**config.mk**
```make
export PLATFORM = sky130hd
export DESIGN_NAME = spi_slave_frame_engine
export DESIGN_NICKNAME = d
export VERILOG_FILES = /design/src/rtl/spi_slave_frame_engine.sv
export SDC_FILE = /design/constraint.sdc
export NUM_CORES = 1
export LEC_CHECK = 0
export BUFFER_PORTS_ARGS = -buffer_cell sky130_fd_sc_hd__buf_2
export CORE_UTILIZATION = 30
export CTS_BUF_LIST = sky130_fd_sc_hd__clkbuf_4 sky130_fd_sc_hd__clkbuf_8
export DETAILED_ROUTE_END_ITERATION = 12
export PLACE_DENSITY = 0.49
export SLEW_MARGIN = 20
export SYNTH_ARGS = -nofsm -noshare
export SYNTH_HDL_FRONTEND = slang
export SYNTH_SLANG_ARGS = --single-unit
```
**constraint.sdc**
```tcl
create_clock -name hclk -period 1.6 [get_ports hclk]
set_input_delay 0.32 -clock hclk [delete_from_list [all_inputs] [get_ports hclk]]
set_output_delay 0.32 -clock hclk [all_outputs]
set_load 0.02 [all_outputs]
```
**src/rtl/spi_slave_frame_engine.sv**
```systemverilog
// SPI mode-0 slave frame engine: {rw, addr} command byte then one data word,
// with write-word and read-fetch handshakes. Define SPI_SDIO_3WIRE_EN for 3-wire sdo_oe.
module spi_slave_frame_engine #(
  parameter int DATA_WIDTH  = 32,
  parameter int ADDR_WIDTH  = 7,
  parameter int SYNC_STAGES = 2
) (
  input  logic                  hclk,
  input  logic                  hreset,
  input  logic                  scl,
  input  logic                  cs_n,
  input  logic                  sdi,
  output logic                  sdo,
  output logic                  sdo_oe,
  output logic                  wr_valid,
  input  logic                  wr_ready,
  output logic [ADDR_WIDTH-1:0] wr_addr,
  output logic [DATA_WIDTH-1:0] wr_data,
  output logic                  rd_req,
  output logic [ADDR_WIDTH-1:0] rd_addr,
  input  logic                  rd_ack,
  input  logic [DATA_WIDTH-1:0] rd_data,
  output logic                  frame_err
);

  // state | meaning
  // IDLE  | waiting for a qualified cs_n falling edge
  // CMD   | shifting in the {rw, addr} command byte
  // WDATA | shifting in the write data word
  // RDATA | shifting out the fetched read word
  // DONE  | word complete, further bits ignored until cs_n rises
  typedef enum logic [2:0] {IDLE, CMD, WDATA, RDATA, DONE} state_t;

  localparam int CNT_MAX = (DATA_WIDTH > ADDR_WIDTH + 1) ? DATA_WIDTH : ADDR_WIDTH + 1;
  localparam int CW      = $clog2(CNT_MAX);

  state_t                  state, state_nxt;
  logic [SYNC_STAGES-1:0]  scl_sync, cs_sync, sdi_sync;
  logic                    scl_d, cs_d;
  logic [1:0]              flush_cnt;
  logic                    armed;
  logic [CW-1:0]           bit_cnt;
  logic [DATA_WIDTH-1:0]   shreg, out_sh;
  logic [ADDR_WIDTH-1:0]   addr_q;
  logic                    rd_wait, rd_got, first_fall, sdo_q;
  logic                    cmd_done, word_done, abort;

  wire scl_s    = scl_sync[SYNC_STAGES-1];
  wire cs_s     = cs_sync[SYNC_STAGES-1];
  wire sdi_s    = sdi_sync[SYNC_STAGES-1];
  wire scl_rise = scl_s & ~scl_d;
  wire scl_fall = ~scl_s & scl_d;
  wire cs_rise  = cs_s & ~cs_d;
  wire cs_fall  = ~cs_s & cs_d;
  wire bit_last = (bit_cnt == '0);

  wire [ADDR_WIDTH:0]     cmd_word = {shreg[ADDR_WIDTH-1:0], sdi_s};
  wire [DATA_WIDTH-1:0]   in_word  = {shreg[DATA_WIDTH-2:0], sdi_s};

  always_comb begin
    state_nxt = state;
    cmd_done  = 1'b0;
    word_done = 1'b0;
    abort     = 1'b0;
    case (state)
      IDLE:  if (cs_fall && armed) state_nxt = CMD;
      CMD: begin
        if (cs_rise) abort = 1'b1;
        else if (scl_rise && bit_last) begin
          cmd_done  = 1'b1;
          state_nxt = cmd_word[ADDR_WIDTH] ? RDATA : WDATA;
        end
      end
      WDATA: begin
        if (cs_rise) abort = 1'b1;
        else if (scl_rise && bit_last) begin
          word_done = 1'b1;
          state_nxt = DONE;
        end
      end
      RDATA: begin
        if (cs_rise) abort = 1'b1;
        else if (scl_rise && bit_last) state_nxt = DONE;
      end
      DONE:  if (cs_rise) state_nxt = IDLE;
      default: state_nxt = IDLE;
    endcase
    if (abort) state_nxt = IDLE;
  end

  always_ff @(posedge hclk) begin
    if (hreset) begin
      scl_sync   <= '0;
      cs_sync    <= '1;
      sdi_sync   <= '0;
      scl_d      <= 1'b0;
      cs_d       <= 1'b1;
      flush_cnt  <= 2'(SYNC_STAGES);
      armed      <= 1'b0;
      state      <= IDLE;
      bit_cnt    <= '0;
      shreg      <= '0;
      out_sh     <= '0;
      addr_q     <= '0;
      rd_wait    <= 1'b0;
      rd_got     <= 1'b0;
      first_fall <= 1'b0;
      sdo_q      <= 1'b0;
      wr_valid   <= 1'b0;
      wr_addr    <= '0;
      wr_data    <= '0;
      rd_req     <= 1'b0;
      rd_addr    <= '0;
      frame_err  <= 1'b0;
    end else begin
      scl_sync  <= {scl_sync[SYNC_STAGES-2:0], scl};
      cs_sync   <= {cs_sync[SYNC_STAGES-2:0], cs_n};
      sdi_sync  <= {sdi_sync[SYNC_STAGES-2:0], sdi};
      scl_d     <= scl_s;
      cs_d      <= cs_s;
      state     <= state_nxt;
      rd_req    <= cmd_done & cmd_word[ADDR_WIDTH];
      frame_err <= abort;

      // The chain holds reset values until flushed; only then may cs_n high arm framing,
      // so a chip select already low at reset release never starts a frame.
      if (flush_cnt != 2'd0) flush_cnt <= flush_cnt - 2'd1;
      else if (cs_s)         armed     <= 1'b1;

      if (state == IDLE && state_nxt == CMD) begin
        bit_cnt    <= CW'(ADDR_WIDTH);
        rd_wait    <= 1'b0;
        rd_got     <= 1'b0;
        first_fall <= 1'b1;
      end

      if (scl_rise && !abort && (state == CMD || state == WDATA || state == RDATA)) begin
        shreg <= in_word;
        if (!bit_last) bit_cnt <= bit_cnt - CW'(1);
      end

      if (cmd_done) begin
        bit_cnt <= CW'(DATA_WIDTH - 1);
        addr_q  <= cmd_word[ADDR_WIDTH-1:0];
        if (cmd_word[ADDR_WIDTH]) begin
          rd_addr <= cmd_word[ADDR_WIDTH-1:0];
          rd_wait <= 1'b1;
        end
      end

      if (rd_wait && rd_ack) begin
        out_sh  <= rd_data;
        rd_got  <= 1'b1;
        rd_wait <= 1'b0;
      end

      if (abort) rd_wait <= 1'b0;

      // The first falling edge in RDATA decides the frame: real word or all zeros.
      if (state == RDATA && scl_fall && !abort) begin
        first_fall <= 1'b0;
        if (first_fall && !rd_got) begin
          sdo_q     <= 1'b0;
          out_sh    <= '0;
          rd_wait   <= 1'b0;
          frame_err <= 1'b1;
        end else begin
          sdo_q  <= out_sh[DATA_WIDTH-1];
          out_sh <= {out_sh[DATA_WIDTH-2:0], 1'b0};
        end
      end

      if (wr_valid && wr_ready) wr_valid <= 1'b0;
      if (word_done) begin
        if (wr_valid && !wr_ready) begin
          frame_err <= 1'b1;
        end else begin
          wr_valid <= 1'b1;
          wr_addr  <= addr_q;
          wr_data  <= in_word;
        end
      end
    end
  end

  assign sdo = (state == RDATA) & sdo_q;

`ifdef SPI_SDIO_3WIRE_EN
  assign sdo_oe = (state == RDATA);
`else
  assign sdo_oe = ~cs_s;
`endif

endmodule
```
# Yosys cells after proc, flatten, opt, wreduce, memory -nomap -nowiden
# Index checks and enable logic that the tools add are counted.
dict set report op_classes {
  n_addsub 2
  reduce_logical 27
  n_eq_ne 5
  bitwise 12
  n_mux 39
}
# op count
set ops {}
lappend ops {{$mux 32} 3}
lappend ops {{$mux 1} 24}
lappend ops {{$mux 3} 7}
lappend ops {{$mux 5} 4}
lappend ops {{$pmux 3 s4} 1}
lappend ops {{$logic_and 1x1->1} 11}
lappend ops {{$and 1x1->1} 6}
lappend ops {{$eq 3x1->1 const B} 2}
lappend ops {{$eq 3x2->1 const B} 2}
lappend ops {{$not 1->1} 6}
lappend ops {{$reduce_and 2->1} 3}
lappend ops {{$reduce_bool 2->1} 3}
lappend ops {{$logic_not 5->1} 1}
lappend ops {{$sub 5x1->5 const B} 1}
lappend ops {{$reduce_or 2->1} 2}
lappend ops {{$eq 3x3->1 const B} 1}
lappend ops {{$logic_not 1->1} 3}
lappend ops {{$logic_not 3->1} 1}
lappend ops {{$reduce_or 3->1} 1}
lappend ops {{$logic_or 1x1->1} 2}
lappend ops {{$sub 2x1->2 const B} 1}
dict set report word_totals {
  out_inout_bits 51
  ff_bits 142
}

# Longest topological paths before layout
dict set report depth {
  word_depth 16
  ltp_mapped 7
  mapped_depth_nobuf 6
}

# Worst setup path before layout
# No wires, ideal clock.
dict set report synth_timing {
  path_type {reg2reg}
  from {register bit_cnt[0]}
  to {register wr_data[1]}
  path_stages_with_launch 8
  path_slack_ns -0.157
  arrival_ns 1.686
  path_buffers 1
  t_required_ns 1.530
  setup_ns 0.070
  path_cell_list {dfxtp_1 inv_1 ha_1 or4b_4 nor3_4 buf_6 nand3_1 a21oi_1}
}
dict set report synth_between {
  elab_chain_len 6
}
# element line_no
set synth_lines {}
lappend synth_lines {{start: declaration} 42} ;# logic [CW-1:0] bit_cnt;
lappend synth_lines {{start signal: assignment} 131} ;# bit_cnt <= CW'(ADDR_WIDTH);
lappend synth_lines {{start signal: assignment} 139} ;# if (!bit_last) bit_cnt <= bit_cnt - CW'(1);
lappend synth_lines {{start signal: assignment} 143} ;# bit_cnt <= CW'(DATA_WIDTH - 1);
lappend synth_lines {{$logic_not 5->1} 55} ;# wire bit_last = (bit_cnt == '0);
lappend synth_lines {{$logic_and 1x1->1} 76} ;# else if (scl_rise && bit_last) begin
lappend synth_lines {{$mux 1} 76}
lappend synth_lines {{$mux 1} -}
lappend synth_lines {{$mux 1} 65} ;# case (state)
lappend synth_lines {{$reduce_and 2->1 (no line)} -}
lappend synth_lines {{end signal: assignment} 180} ;# wr_data <= in_word;
lappend synth_lines {{end: declaration} 18} ;# output logic [DATA_WIDTH-1:0] wr_data,
# Every way passes these cells.
# A chain may end at the register's enable or synchronous reset.

# Worst setup path after layout
dict set report layout_timing {
  from {register bit_cnt[1]}
  to {register wr_data[10]}
}
# Same word-level chain as after synthesis.

==> Implementation_results.wiki <==
{| class="wikitable"
! Metric !! Value
|-
| Run status || finished with violations
|-
| Failing checks || setup timing
|-
| Reported max-cap violation count || 0
|-
| Finished Cell Area || 0.00829 mm2
|-
| PwrDens || 854 mW/mm2
|-
| Crit-path leading delay family || buffers and inverters
|-
| Count of pins over their slew limit || 0
|-
| Ratio of cells with drive above 1 in the final layout || 37.9%
|-
| GRT Max-Usage Layer || met2
|-
| Diode insertion count for antenna repair || 0
|-
| Detailed-route vias per instance || 5.08
|-
| Distinct cell type count after synthesis || 45
|-
| Minimum hold slack || 48.8 ps
|-
| Antenna-violating nets left || 0
|-
| First drt pass iteration count || 4
|-
| Maximum ir drop on the vdd rail || 0.517 mV
|-
| Met1 global-route usage || 20.5%
|-
| Type of element capturing the critical path || flop
|-
| Global-route met3 utilization || 4.58%
|-
| Maximum operating frequency || 532 MHz
|-
| RSZ-0062 raised after global routing || yes
|-
| Reg clk slew, reported paths || 80 ps
|-
| Worst hold path stage count || 2
|-
| Port Buffers || 89
|-
| Most numerous cell on the critical path || buf_4
|-
| Final worst clock skew || 17.4 ps
|-
| Worst relative slew slack || 61.5%
|-
| GRT Total Usage || 16.1%
|-
| Flip-flop and latch count after synthesis || 142
|-
| CP Cell Sequence || inv_2 -> ha_4 -> buf_4 -> nor4b_4 -> buf_4 -> nand3_4 -> buf_4 -> o21ai_0 -> a21oi_2
|-
| Area Overhead vs Synth || 44.0%
|-
| Arrival time at the worst endpoint || 2220 ps
|-
| EDFF count, synth || 0
|-
| Initial standard-cell utilization of the core || 30.7%
|-
| Final GP Congestion || 0.826
|-
| Cts bufs inserted || 17
|-
| Final period demand of the worst path || 1880 ps
|-
| Bufs and invs on worst path || 4
|-
| Global routing met2 resource utilization || 26.3%
|-
| Cell area after technology mapping || 0.00576 mm2
|-
| Nets@finish || 869
|-
| Measured slew at the worst slew-check pin || 577 ps
|-
| Initial antenna violation count || 1
|-
| Drc violations || 0
|-
| Overall via count from detail_route || 5459
|-
| Critical Path Start Type || flop
|-
| Total half-perimeter wirelength after legalization and detailed placement || 9540 um
|-
| Starting DRT DRC Count || 305
|-
| Post-Synthesis Mean Instance Area || 8.28 um2
|-
| Wire length of the first global-routing pass || 25400 um
|-
| Average wire length per cell after detail routing || 16.3 um
|-
| Final period util || 117%
|-
| Std cell rows || 50
|-
| Clock Root Buffer || clkbuf_8
|-
| Total overflow reported by the global router || 0
|-
| Depth of the CTS H-tree || 4
|-
| Core area || 0.0188 mm2
|-
| Hold Path Class || input pin to flop
|-
| Slowest stage delay, CP || 330 ps
|-
| Via count of the first global-routing pass || 5056
|-
| DIE AREA || 0.0198 mm2
|-
| Least setup slack across all paths after layout || -279 ps
|-
| Number of clock sinks seen by CTS || 142
|-
| Worst r2r path cells || 9
|-
| Post-synth net total || 737
|-
| Highest fanout seen on the critical path || 26
|-
| Maximum number of pins on one net before global-route repair || 41
|-
| # IOs || 90
|-
| Number of endpoints failing setup at the final stage || 66
|-
| Number of hold buffers added after cts || 0
|-
| Width of the chip || 141 um
|-
| Data required time of the critical path || 1940 ps
|-
| Insertion delay of the later-clocked pin in the worst-skew pair || 470 ps
|-
| Start-to-end type of the worst setup path || flop to flop
|-
| Placed cell areas || 0.00686 mm2
|-
| Prevailing post-synth register cell || dfxtp_1
|-
| Number of buffers between clock root and the deepest sink || 2
|-
| Cells after synthesis || 695
|-
| Proportion of synthesized chip area in sequential cells || 49.4%
|-
| Die Ht || 141 um
|-
| Number of gates on the worst path with buffers counted || 9
|-
| Share of synthesized registers carrying an async set or reset || 0%
|-
| Slowest library cell on the worst path || dfxtp_2
|-
| Leak pwr || 3.05 nW
|-
| Detailed Route WL || 17500 um
|-
| CTS tree || built
|-
| Number of endpoints with negative hold slack in the final report || 0
|-
| Number of warnings reported in the yosys synthesis log || 0
|}
power by group:
part | internal [W] | switching (W)
Combinational | 0.000264 | 0.000291
Clock | 0.00131 | 0.00162
Sequential | 0.00357 | 0.0000246
Total | 0.00514 | 0.00194
cells in the final DEF (no fill, tap or decap), types with 3 or more instances in the layout:
cell / Yosys / final
buf_2: 13 / 87
inv_6: 0 / 6
nand2b_4: 0 / 4
nor2b_1: 9 / 7
dfxtp_4: 0 / 3
nand3_4: 0 / 9
nor3_1: 4 / 3
clkinv_4: 0 / 3
a21oi_1: 108 / 70
mux2i_1: 17 / 16
dfxtp_2: 0 / 6
a21o_1: 32 / 32
nand2_1: 129 / 129
nand2b_1: 9 / 5
nor4_4: 1 / 3
dfxtp_1: 142 / 133
o21ai_0: 30 / 30
buf_12: 0 / 13
inv_1: 5 / 3
buf_16: 0 / 3
a21oi_2: 0 / 38
clkbuf_16: 0 / 11
buf_6: 5 / 16
a31oi_1: 3 / 3
nand3_2: 0 / 25
buf_4: 0 / 43
o21ai_1: 9 / 9
or2_2: 4 / 4
nor2_1: 24 / 24
clkbuf_8: 0 / 17
nand3_1: 74 / 40
flip-flops by register name, indices dropped and copies added (netlist names):
name and count:
wr_addr 7, sdo_q 1, out_sh 32, addr_q 7
frame_err 1, rd_got 1, shreg 31, scl_d 1
first_fall 1, state 3, sdi_sync 2, rd_req 1
rd_wait 1, cs_d 1, scl_sync 2, bit_cnt 5
wr_valid 1, wr_data 32, flush_cnt 2, armed 1
cs_sync 2, rd_addr 7
cell type report:
class                   instances  area [um2]
fillers                      1839       10500
multi-input cells             488        3160
flip-flops and latches        142        2860
repair buffers                173        1560
well taps                     234         293
clock buffers                  17         234
clock inverters                15         169
inverters                       5        18.8
metal layers:
metal / vias up / wire length (um) / share of wire, %
met1: 2631 / 7880 / 45
met3: 26 / 982 / 5.6
met5: - / 15 / 0.086
met2: 132 / 8420 / 48
met4: 2 / 240 / 1.4
li1: 2668 / - / -
cells by family after synthesis:
| group | after synthesis | share of synthesized area (%) |
|---|---|---|
| AND/OR/NAND/NOR | 274 | 22.7 |
| AO/OA/AOI/OAI | 193 | 19.0 |
| flip-flops | 142 | 49.4 |
| buffers and inverters | 65 | 5.17 |
| multiplexers | 17 | 2.96 |
| adder cells (fa/ha/maj) | 3 | 0.652 |
| XOR/XNOR | 1 | 0.152 |
stage by stage:
step / setup WS [ps] / power, W / TNS (ps) / utilization [%] / instances
after CTS: -225 / 0.00710 / -11460 / 40.1 / 1054
after global routing: -392 / 0.00738 / -19060 / 44.2 / 1074
after detailed placement: -237 / 0.00411 / -11140 / 36.5 / 1011
after global placement: -185 / 0.00410 / -9160 / 36.5 / 1011
after floorplan: -132 / 0.00394 / -5070 / - / 695
final: -279 / 0.00708 / -12510 / 44.2 / 1074
Yosys cell counts (2+ instances only):
master,instances,area [um2]
a211oi_1,2,15.0
a21o_1,32,240
a21oi_1,108,541
a221oi_1,2,17.5
a31oi_1,3,18.8
and2_1,2,12.5
buf_2,13,65.1
buf_6,5,56.3
clkbuf_1,41,154
dfxtp_1,142,2840
ha_1,3,37.5
inv_1,5,18.8
mux2i_1,17,170
nand2_1,129,484
nand2b_1,9,56.3
nand3_1,74,370
nor2_1,24,90.1
nor2b_1,9,56.3
nor3_1,4,20.0
nor4_1,3,18.8
nor4bb_1,2,20.0
o21ai_0,30,150
o21ai_1,9,45.0
or2_2,4,25.0
or3_1,2,12.5
or4_1,2,15.0
what timing repair did:
action,4_1_cts,5_1_grt
pin swaps,13,41
gates resized for setup,31,87
buffers inserted,10,7
endpoints found under the setup margin,125,119
gates cloned,3,13
path summary, 6_finish.rpt:
path / start / endpoint / slack [ps]
worst max-delay path: bit_cnt[1] / wr_data[10] / -280
worst min-delay path: cs_n / cs_sync[0] / 50
worst max register to register: bit_cnt[1] / wr_data[10] / -280
worst min register to register: cs_sync[0] / cs_sync[1] / 420
(Power assumes the default switching activity.)
